**config.mk**
```make
export PLATFORM = sky130hd
export DESIGN_NAME = axi_rb
export DESIGN_NICKNAME = d
export VERILOG_FILES = /design/src/rtl/axi_rb.sv
export SDC_FILE = /design/constraint.sdc
export NUM_CORES = 1
export LEC_CHECK = 0
export CELL_PAD_IN_SITES_DETAIL_PLACEMENT = 0
export CELL_PAD_IN_SITES_GLOBAL_PLACEMENT = 2
export CORE_ASPECT_RATIO = 1.2
export CORE_MARGIN = 2
export CORE_UTILIZATION = 20
export DETAILED_ROUTE_END_ITERATION = 10
export GPL_TIMING_DRIVEN = 0
export PLACE_DENSITY = 0.91
export SKIP_CTS_REPAIR_TIMING = 1
export SLEW_MARGIN = 20
export SYNTH_ARGS = -nofsm -noshare
export SYNTH_HDL_FRONTEND = slang
export SYNTH_SLANG_ARGS = --single-unit
```
**constraint.sdc**
```tcl
create_clock -name clk -period 2.5 [get_ports clk]
set_input_delay 0.25 -clock clk [delete_from_list [all_inputs] [get_ports clk]]
set_output_delay 0.25 -clock clk [all_outputs]
set_load 0.05 [all_outputs]
```
**src/rtl/axi_rb.sv**
```systemverilog
// Single-burst AXI4 read master: one AR request, then every R beat is forwarded
// straight into a FIFO write port, with the FIFO's ready used as R backpressure.
//
// state | meaning
// IDLE  | waiting for start; burst_addr/burst_len latched on start
// ADDR  | AR request presented until arready
// DATA  | R beats pass through to the FIFO; counter tracks the latched length
// DONE  | one-cycle valid pulse, then back to IDLE
module axi_rb #(
  parameter int ADDR_WIDTH = 16,
  parameter int DATA_WIDTH = 32,
  parameter int LEN_WIDTH  = 8
) (
  input  logic                  clk,
  input  logic                  rst,
  input  logic                  start,
  input  logic [ADDR_WIDTH-1:0] burst_addr,
  input  logic [LEN_WIDTH-1:0]  burst_len,
  output logic [ADDR_WIDTH-1:0] s_axi_araddr,
  output logic [LEN_WIDTH-1:0]  s_axi_arlen,
  output logic [2:0]            s_axi_arsize,
  output logic [1:0]            s_axi_arburst,
  output logic                  s_axi_arvalid,
  input  logic                  s_axi_arready,
  input  logic [DATA_WIDTH-1:0] s_axi_rdata,
  input  logic [1:0]            s_axi_rresp,
  input  logic                  s_axi_rlast,
  input  logic                  s_axi_rvalid,
  output logic                  s_axi_rready,
  output logic [DATA_WIDTH-1:0] fifo_in_data,
  output logic                  fifo_write_valid,
  input  logic                  fifo_write_ready,
  output logic                  busy,
  output logic                  error,
  output logic                  valid
);

  localparam logic [2:0] ARSIZE = 3'($clog2(DATA_WIDTH / 8));

  typedef enum logic [1:0] {
    S_IDLE,
    S_ADDR,
    S_DATA,
    S_DONE
  } state_t;

  state_t                state_q, state_d;
  logic [ADDR_WIDTH-1:0] addr_q, addr_d;
  logic [LEN_WIDTH-1:0]  len_q, len_d;
  logic [LEN_WIDTH-1:0]  cnt_q, cnt_d;
  logic                  err_q, err_d;
  logic                  beat;
  logic                  last_beat;

  assign beat      = (state_q == S_DATA) && s_axi_rvalid && fifo_write_ready;
  // Equality is checked before the increment, so len = all-ones never wraps early.
  assign last_beat = (cnt_q == len_q);

  always_comb begin
    state_d = state_q;
    addr_d  = addr_q;
    len_d   = len_q;
    cnt_d   = cnt_q;
    err_d   = err_q;
    case (state_q)
      S_IDLE: begin
        if (start) begin
          state_d = S_ADDR;
          addr_d  = burst_addr;
          len_d   = burst_len;
          cnt_d   = '0;
          err_d   = 1'b0;
        end
      end
      S_ADDR: begin
        if (s_axi_arready) state_d = S_DATA;
      end
      S_DATA: begin
        if (beat) begin
          // rlast is only cross-checked; the latched length decides when to stop.
          if ((s_axi_rresp != 2'b00) || (s_axi_rlast != last_beat)) err_d = 1'b1;
          if (last_beat) state_d = S_DONE;
          else           cnt_d   = cnt_q + 1'b1;
        end
      end
      S_DONE:  state_d = S_IDLE;
      default: state_d = S_IDLE;
    endcase
  end

  always_ff @(posedge clk or posedge rst) begin
    if (rst) begin
      state_q <= S_IDLE;
      addr_q  <= '0;
      len_q   <= '0;
      cnt_q   <= '0;
      err_q   <= 1'b0;
    end else begin
      state_q <= state_d;
      addr_q  <= addr_d;
      len_q   <= len_d;
      cnt_q   <= cnt_d;
      err_q   <= err_d;
    end
  end

  assign s_axi_araddr     = addr_q;
  assign s_axi_arlen      = len_q;
  assign s_axi_arsize     = ARSIZE;
  assign s_axi_arburst    = 2'b01;
  assign s_axi_arvalid    = (state_q == S_ADDR);
  assign s_axi_rready     = (state_q == S_DATA) && fifo_write_ready;
  assign fifo_write_valid = (state_q == S_DATA) && s_axi_rvalid;
  assign fifo_in_data     = s_axi_rdata;
  assign busy             = (state_q == S_ADDR) || (state_q == S_DATA);
  assign valid            = (state_q == S_DONE);
  assign error            = err_q;

endmodule

```
# Word-level counts from Yosys, hierarchy flattened
# Cells that the tools add are included.
[totals]
regBits = 35
input_bits = 65
output_inout_bits = 67
[op_classes]
n_addsub = 1
eq_ne = 11
mux = 13
reduce_logical = 12
[ops]
columns = ["operator", "n"]
rows = [
  ["two-way mux 8 bit", 3],
  ["case mux 8 bit (2 select lines)", 1],
  ["AND reduction 4 bit", 3],
  ["adder 8 x 1 -> 8 bit (second input constant)", 1],
  ["equality test 8 bit", 1],
  ["two-way mux 2 bit", 4],
  ["!= test 2 bit (second input constant)", 4],
  ["case mux 2 bit (4 select lines)", 1],
  ["equality test 2 bit (second input constant)", 2],
  ["!= test 2 x 1 -> 1 bit (second input constant)", 2],
  ["nonzero test 2 bit", 2],
  ["logical AND 1 bit", 3],
  ["two-way mux 1 bit", 3],
  ["equality test 2 x 1 -> 1 bit (second input constant)", 1],
  ["logical NOT 2 bit", 1],
  ["logical OR 1 bit", 2],
  ["case mux 1 bit (2 select lines)", 1],
  ["AND reduction 2 bit", 1],
  ["!= test 1 bit", 1],
]

# Longest topological paths before layout
# Gate-level depths: netlist of run 1.
[logic_depth]
word_depth = 6
mapped_depth = 8
depth_no_buf = 7

# Least setup slack after synthesis of run 1
# No wires, ideal clock.
[synth_timing]
kind = "register to register"
startpoint = "reg len_q[5] (netlist: s_axi_arlen[5])"
endpoint = "reg state_q[1]"
setup_ns = 0.125
t_arrival_ns = 1.943
required_time_ns = 2.375
path_slack_ns = 0.433
path_stages_with_launch = 6
path_buffers = 0
synth_period_minus_slack_ns = 2.067
path_cell_list = "dfrtp_1 -> xor2_1 -> nor4_1 -> nand2_1 -> a21oi_1 -> mux2_2"
[synth_between]
elab_chain_len = 3
[synth_rtl]
columns = ["element", "line_no", "source"]
rows = [
  ["start: declaration", "49", "logic [LEN_WIDTH-1:0] len_q, len_d;"],
  ["start signal: assignment", "101", "len_q <= len_d;"],
  ["equality test 8 bit", "57", "assign last_beat = (cnt_q == len_q);"],
  ["!= test 2 bit (no line)", "-", ""],
  ["AND reduction 4 bit (no line)", "-", ""],
  ["end signal: assignment", "99", "state_q <= state_d;"],
  ["end: declaration", "47", "state_t state_q, state_d;"],
]
# Every way passes these cells.
# A chain may end at the register's enable or synchronous reset.

# Worst setup path after layout of run 1
[layout_timing]
startpoint = "reg state_q[0]"
endpoint = "out fifo_write_valid"
[layout_between]
elab_chain_len = 2
[layout_rtl]
columns = ["element", "line_no", "source"]
rows = [
  ["equality test 2 bit", "113", "assign fifo_write_valid = (state_q == S_DATA) && s_axi_rvalid;"],
  ["logical AND 1 bit", "113", ""],
  ["end: declaration", "31", "output logic fifo_write_valid,"],
]
# Every way passes these cells.

==> flow_metrics.env, run 1 <==
export IMPL_outcome="finished clean"
export IMPL_layout_nets=359
export IMPL_power_internal_w=0.002187
export IMPL_nFillCells=996
export IMPL_tns_ns=0
export IMPL_tritoncts_num_sinks=35
export IMPL_cell_variety_after_synth=33
export IMPL_numPortBuffers=94
export IMPL_hpwlAfterDp_mm=3.855
export IMPL_grt_antenna_before_repair=0
export IMPL_post_route_period_util_pct=94.85
export IMPL_route_vias_total=1660
export IMPL_net_switching_power_w=0.001905
export IMPL_post_dr_vias_cell=4.029
export IMPL_post_route_ant_nets=0
export IMPL_synth_largest_area_cell="sky130_fd_sc_hd__dfrtp_1"
export IMPL_hold_violations=0
export IMPL_wirelength_mm=4.814
export IMPL_endpoint_kind="primary output"
export IMPL_normalized_max_slew_margin_pct=48.90
export IMPL_static_leakage_power_nw=1.440
export IMPL_drv_max_cap_violation_count=0
export IMPL_power_switching_share_pct=46.55
export IMPL_synth_top_cell_area_share_pct=44.28
export IMPL_dr_first_iter_drc_count=29
export IMPL_fp_coreArea_um2=9564
export IMPL_clock_power_share_pct=17.6
export IMPL_ioPinCount=132
export IMPL_p_per_area_nw_per_um2=1247
export IMPL_fin_worst_skew_ns=0.008731
export IMPL_number_of_global_route_vias_before_repair=1673
export IMPL_global_route_usage_total_pct=8.892
export IMPL_synth_async_sr_flop_share_pct=100.0
export IMPL_timing_critical_path_fanout_max=10
export IMPL_seq_area_frac_synth_pct=44.28
export IMPL_gp_routability_congestion=0.7368
export IMPL_drtPass1Iterations=4
export IMPL_setup_viol=0
export IMPL_critical_path_required_ns=2.25
export IMPL_post_synth_main_area_contributors="sky130_fd_sc_hd__dfrtp_1, sky130_fd_sc_hd__mux2_2, sky130_fd_sc_hd__buf_4, sky130_fd_sc_hd__xor2_1, sky130_fd_sc_hd__ha_1"
export IMPL_seqPwrFrac_pct=24.2
export IMPL_synth_seq_cells=35
export IMPL_syn_instance_count=183
export IMPL_avgRoutedWirePerCell_um=11.68
export IMPL_cts_made_buffers=5
export IMPL_area_delta_synth_final_pct=65.84
export IMPL_insertedDiodeCount=0
export IMPL_cts_htree_levels=2
export IMPL_clk_latency_ns=0.28
export IMPL_count_of_flip_flops_with_a_built_in_enable_after_synthesis=0
export IMPL_core_rowCount=39
export IMPL_cell_area_after_synthesis_um2=1978
export IMPL_layout_drive_gt1_share_pct=28.37
export IMPL_ctsLongestPathBuffers=2
export IMPL_worst_slack_ns=0.1289
export IMPL_postSynthAreaPerCell_um2=10.81
export IMPL_post_route_drc_count=0
export IMPL_synth_warnings=0
export IMPL_die_area_um2=10710
export IMPL_grt_first_pass_wirelength_mm=7.576
export IMPL_worst_ir_drop_vdd_mv=0.5770
export IMPL_die_w_um=94.79
export IMPL_power_share_combinational_pct=58.2
export IMPL_critPathArrivalTime_ns=2.12
export IMPL_worst_slew_pin_slew_ns=0.7596
export IMPL_path_clk_slew_ns=0.06
export IMPL_worst_setup_path_start_kind="register"
export IMPL_dieHeight_um=112.9
export IMPL_global_route_overflow_total=0
export IMPL_pin_count_of_the_biggest_net_entering_global_routing=21
export IMPL_clock_fmax_mhz=421.7
export IMPL_cts_tree="built"
export IMPL_setup_repair_after_global_routing_missed_its_margin="false"
export IMPL_hold_class="in -> async"
export IMPL_pre_cts_slack_ns=0.2739
export IMPL_timing_worst_setup_path_type="reg -> out"
export IMPL_final_min_clock_period_ns=2.371
export IMPL_root_buffer="sky130_fd_sc_hd__clkbuf_16"
export IMPL_timing_final_max_slew_violations=0
export IMPL_ys_flop_type="sky130_fd_sc_hd__dfrtp_1"
export IMPL_start_util_pct=20.68
==> cell usage in the layout (no fill, tap or decap), types with 2 or more instances in the layout <==
cell type and count:
sky130_fd_sc_hd__or4_1 2, sky130_fd_sc_hd__nand3_1 2, sky130_fd_sc_hd__and2_1 2, sky130_fd_sc_hd__conb_1 5
sky130_fd_sc_hd__o21ai_0 4, sky130_fd_sc_hd__nor2_1 7, sky130_fd_sc_hd__clkbuf_16 5, sky130_fd_sc_hd__dfrtp_1 35
sky130_fd_sc_hd__ha_1 6, sky130_fd_sc_hd__clkbuf_1 2, sky130_fd_sc_hd__or2_2 2, sky130_fd_sc_hd__buf_2 2
sky130_fd_sc_hd__mux2_2 25, sky130_fd_sc_hd__a21oi_1 7, sky130_fd_sc_hd__o31ai_1 2, sky130_fd_sc_hd__inv_1 5
sky130_fd_sc_hd__nor4_1 3, sky130_fd_sc_hd__clkdlybuf4s50_1 94, sky130_fd_sc_hd__buf_4 37, sky130_fd_sc_hd__nand2_1 13
sky130_fd_sc_hd__a31oi_1 2, sky130_fd_sc_hd__xor2_1 9
==> synth_stat cells, types with 2 or more instances <==
master                     number
sky130_fd_sc_hd__buf_4         37
sky130_fd_sc_hd__clkbuf_1       2
sky130_fd_sc_hd__ha_1           6
sky130_fd_sc_hd__nand2_1       13
sky130_fd_sc_hd__and2_1         2
sky130_fd_sc_hd__a21oi_1        7
sky130_fd_sc_hd__mux2_2        25
sky130_fd_sc_hd__nor4_1         3
sky130_fd_sc_hd__conb_1         2
sky130_fd_sc_hd__nand3_1        2
sky130_fd_sc_hd__or4_1          2
sky130_fd_sc_hd__nor2_1         7
sky130_fd_sc_hd__buf_2          2
sky130_fd_sc_hd__xor2_1         9
sky130_fd_sc_hd__inv_1          6
sky130_fd_sc_hd__dfrtp_1       35
sky130_fd_sc_hd__o31ai_1        2
sky130_fd_sc_hd__or2_2          2
sky130_fd_sc_hd__a31oi_1        2
sky130_fd_sc_hd__o21ai_0        4
==> per-layer routing <==
layer	GRT usage (%)	vias to the layer above	share of wire (%)
li1	-	792	-
met1	9.341	773	37
met2	16.78	87	52
met3	2.796	8	10
met4	2.319	0	1.4
met5	0	-	0
==> through the flow <==
step | area (um^2) | instances | utilization (%) | total power [W] | hold slack, ns
5_1_grt | 3281 | 412 | 34.30 | 0.004316 | 0.3089
3_5_place_dp | 3112 | 404 | 32.54 | 0.003412 | 0.4930
6_report | 3281 | 412 | 34.30 | 0.004091 | 0.2777
4_1_cts | 3281 | 412 | 34.30 | 0.004151 | 0.2882
2_1_floorplan | 1989 | 186 | - | 0.002650 | 0.4006
3_3_place_gp | 3084 | 403 | 32.25 | 0.003376 | 0.4871
==> area by class of cell <==
class	count	area, um^2	share of cell area, %
timing repair buffer	95	968.4	29.52
sequential	35	875.8	26.70
multi-input combinational	103	790.8	24.10
buffer	42	300.3	9.153
tap	123	153.9	4.691
clock buffer	5	125.1	3.814
clock inverter	3	43.79	1.335
inverter	6	22.52	0.6865
==> kinds of logic after synthesis <==
group,synth area share (%)
AND/OR/NAND/NOR,8.855
other,0.3796
buffers and inverters,16.32
flip-flops,44.28
AO/OA/AOI/OAI,7.653
XOR/XNOR,3.985
multiplexers,14.74
adder cells (fa/ha/maj),3.795
==> worst paths after layout <==
kind | start | endpoint | slack [ns] | depth (start not counted)
min | rst | s_axi_araddr[6]$_DFFE_PP0P_ | 0.28 | 2
max reg2reg | state_q[0]$_DFFE_PP0P_ | cnt_q[5]$_DFFE_PP0P_ | 0.27 | 8
min in group clk | s_axi_araddr[11]$_DFFE_PP0P_ | s_axi_araddr[11]$_DFFE_PP0P_ | 0.50 | 1
min reg2reg | s_axi_araddr[11]$_DFFE_PP0P_ | s_axi_araddr[11]$_DFFE_PP0P_ | 0.50 | 1
max in group asynchronous | rst | s_axi_arlen[4]$_DFFE_PP0P_ | 1.78 | 3
max | state_q[0]$_DFFE_PP0P_ | fifo_write_valid | 0.13 | 5
==> power by group through the flow <==
stage	clock network, W	logic, W	registers (W)
2_1_floorplan	0	0.000947	0.00170
3_3_place_gp	0	0.00238	0.000991
3_5_place_dp	0	0.00241	0.00100
4_1_cts	0.000742	0.00241	0.000997
5_1_grt	0.000767	0.00252	0.00103
6_report	0.000720	0.00238	0.000991
==> registers in the layout, summed over array words and instances (netlist names) <==
| register | flops |
|---|---|
| s_axi_araddr | 16 |
| cnt_q | 8 |
| s_axi_arlen | 8 |
| state_q | 2 |
| error | 1 |
==> critical path, stage by stage (launching register included) <==
cell                              delay (ns)
sky130_fd_sc_hd__dfrtp_1                0.42
sky130_fd_sc_hd__inv_1                  0.12
sky130_fd_sc_hd__ha_1                   0.16
sky130_fd_sc_hd__buf_2                  0.20
sky130_fd_sc_hd__and2_1                 0.14
sky130_fd_sc_hd__clkdlybuf4s50_1        0.80
Note: power is estimated with default switching activity, not from simulation.
==> run 2: changes to the inputs <==
--- a/config.mk
+++ b/config.mk
@@ -8,7 +8,7 @@
 export CELL_PAD_IN_SITES_DETAIL_PLACEMENT = 0
 export CELL_PAD_IN_SITES_GLOBAL_PLACEMENT = 2
 export CORE_ASPECT_RATIO = 1.2
-export CORE_MARGIN = 2
+export CORE_MARGIN = 5
 export CORE_UTILIZATION = 20
 export DETAILED_ROUTE_END_ITERATION = 10
 export GPL_TIMING_DRIVEN = 0
==> run 2 against run 1 <==
  * Sequential share of layout area is 0.061 points higher
  * First-iteration DRC count is 21% lower
  * Die area is 12% higher
  * Via count is 1.3% higher
  * Clock skew is 0.00085 ns lower
  * Sequential power hardly changed
  * Non-clock buffer count stayed put
  * Wire length is 9.2% higher
  * Power is 0.20% higher
  * Clock-buffer cell count stayed put
==> flow_metrics.env, run 2 (synthesis gave the netlist of run 1 again) <==
export IMPL_area_delta_synth_final_pct=65.46
export IMPL_met2_length_mm=2.751
export IMPL_insertedDiodeCount=0
export IMPL_ctsLongestPathBuffers=2
export IMPL_normalized_max_slew_margin_pct=47.34
export IMPL_path_clk_slew_ns=0.06
export IMPL_cts_htree_levels=2
export IMPL_core_rowCount=39
export IMPL_timing_worst_setup_path_type="reg -> out"
export IMPL_timing_critical_path_buf_inv=3
export IMPL_post_route_drc_count=0
export IMPL_dpl_cell_count=404
export IMPL_hpwlAfterDp_mm=4.288
export IMPL_wirelength_mm=5.257
export IMPL_die_area_um2=11990
export IMPL_tns_ns=0
export IMPL_critical_path_top_delay_family="buffers and inverters"
export IMPL_gp_routability_congestion=0.6903
export IMPL_crit_slowest_cell="sky130_fd_sc_hd__clkdlybuf4s50_1"
export IMPL_root_buffer="sky130_fd_sc_hd__clkbuf_16"
export IMPL_tritoncts_num_sinks=35
export IMPL_post_dr_vias_cell=4.083
export IMPL_pin_count_of_the_biggest_net_entering_global_routing=24
export IMPL_hold_violations=0
export IMPL_route_vias_total=1682
export IMPL_final_worst_hold_slack_ns=0.2375
export IMPL_cts_tree="built"
export IMPL_endpoint_kind="primary output"
export IMPL_max_stage_delay_ns=0.80
export IMPL_hold_class="in -> async"
export IMPL_grt_first_pass_wirelength_mm=8.286
export IMPL_ioPinCount=132
export IMPL_setup_viol=0
export IMPL_instances_no_fill=412
export IMPL_fin_worst_skew_ns=0.007886
export IMPL_drv_max_cap_violation_count=0
export IMPL_layout_drive_gt1_share_pct=28.37
export IMPL_avgRoutedWirePerCell_um=12.76
export IMPL_critical_path_required_ns=2.25
export IMPL_dr_wl_met3_um=714
export IMPL_static_leakage_power_nw=1.437
export IMPL_clk_latency_ns=0.28
export IMPL_worst_slew_pin_slew_ns=0.7827
export IMPL_routed_top_layer="met4"
export IMPL_post_route_ant_nets=0
export IMPL_p_per_area_nw_per_um2=1253
export IMPL_timing_critical_path_cells="inv_1, ha_1, buf_2, and2_1, clkdlybuf4s50_1"
export IMPL_final_cell_mix="sky130_fd_sc_hd__clkdlybuf4s50_1, sky130_fd_sc_hd__buf_4, sky130_fd_sc_hd__dfrtp_1"
export IMPL_setup_repair_after_global_routing_missed_its_margin="false"
export IMPL_final_min_clock_period_ns=2.369
export IMPL_worst_setup_path_start_kind="register"
export IMPL_rr_endpoint="state_q[1]$_DFFE_PP0P_"
export IMPL_critPathArrivalTime_ns=2.12
export IMPL_layout_nets=359
export IMPL_post_route_period_util_pct=94.77
export IMPL_numPortBuffers=94
export IMPL_grt_antenna_before_repair=0
export IMPL_die_w_um=100.8
export IMPL_worstReg2RegStart="cnt_q[5]$_DFFE_PP0P_"
export IMPL_nFillCells=977
export IMPL_outcome="finished clean"
export IMPL_fp_coreArea_um2=9613
export IMPL_number_of_flip_flops_under_the_largest_register_name=16
export IMPL_drtPass1Iterations=4
export IMPL_dr_first_iter_drc_count=23
export IMPL_worst_ir_drop_vdd_mv=0.4593
export IMPL_start_util_pct=20.58
export IMPL_timing_critical_path_fanout_max=10
export IMPL_dieHeight_um=118.9
export IMPL_worst_r2r_setup_slack_ns=0.25
export IMPL_clock_fmax_mhz=422.1
export IMPL_final_common_cell="sky130_fd_sc_hd__clkdlybuf4s50_1"
export IMPL_p_total_w=0.004100
export IMPL_met1_length_mm=1.744
export IMPL_global_route_usage_total_pct=8.557
export IMPL_number_of_global_route_vias_before_repair=1769
export IMPL_cts_made_buffers=5
export IMPL_worst_r2r_cell_count=5
export IMPL_global_route_overflow_total=0
export IMPL_timing_final_max_slew_violations=0
[run 2: cell counts in the layout (fill, tap and decap cells not counted)]
Identical to the previous run, type by type.
[run 2: cell type report]
| type | instances | area [um^2] | area share [%] |
|---|---|---|---|
| Multi-Input combinational cell | 103 | 790.8 | 24.16 |
| Buffer | 42 | 300.3 | 9.174 |
| Tap cell | 123 | 153.9 | 4.702 |
| Sequential cell | 35 | 875.8 | 26.76 |
| Timing Repair Buffer | 95 | 960.9 | 29.36 |
| Clock inverter | 3 | 43.79 | 1.338 |
| Inverter | 6 | 22.52 | 0.6881 |
| Clock buffer | 5 | 125.1 | 3.823 |
[run 2: metrics by stage]
step | setup slack [ns] | instance area (um^2) | utilization [%]
2_1_floorplan | 0.4325 | 1989 | -
3_3_place_gp | 0.2582 | 3084 | 32.08
3_5_place_dp | 0.2376 | 3104 | 32.29
4_1_cts | 0.1035 | 3273 | 34.05
5_1_grt | 0.01426 | 3273 | 34.05
6_report | 0.1306 | 3273 | 34.05
[run 2: power by group]
part	switching [W]	leakage (nW)	internal (W)
clock	0.000246	0.0838	0.000470
combinational	0.00149	0.924	0.000903
sequential	0.000178	0.429	0.000814
[run 2: routing by layer]
metal | vias to the layer above | GRT usage [%]
met5 | - | 0
met4 | 0 | 2.275
met3 | 4 | 4.035
met2 | 88 | 16.10
met1 | 803 | 8.150
li1 | 787 | -
[run 2: worst max path at each step]
| stage | from | to | slack, ns | cells after the start |
|---|---|---|---|---|
| floorplan | s_axi_arlen[5]$_DFFE_PP0P_ | state_q[1]$_DFFE_PP0P_ | 0.43 | 5 |
| global placement | cnt_q[5]$_DFFE_PP0P_ | state_q[1]$_DFFE_PP0P_ | 0.26 | 5 |
| detailed placement | cnt_q[5]$_DFFE_PP0P_ | state_q[1]$_DFFE_PP0P_ | 0.24 | 5 |
| CTS | state_q[0]$_DFFE_PP0P_ | s_axi_rready | 0.10 | 5 |
| global route | state_q[0]$_DFFE_PP0P_ | s_axi_rready | 0.01 | 5 |
| finish | state_q[0]$_DFFE_PP0P_ | s_axi_rready | 0.13 | 5 |
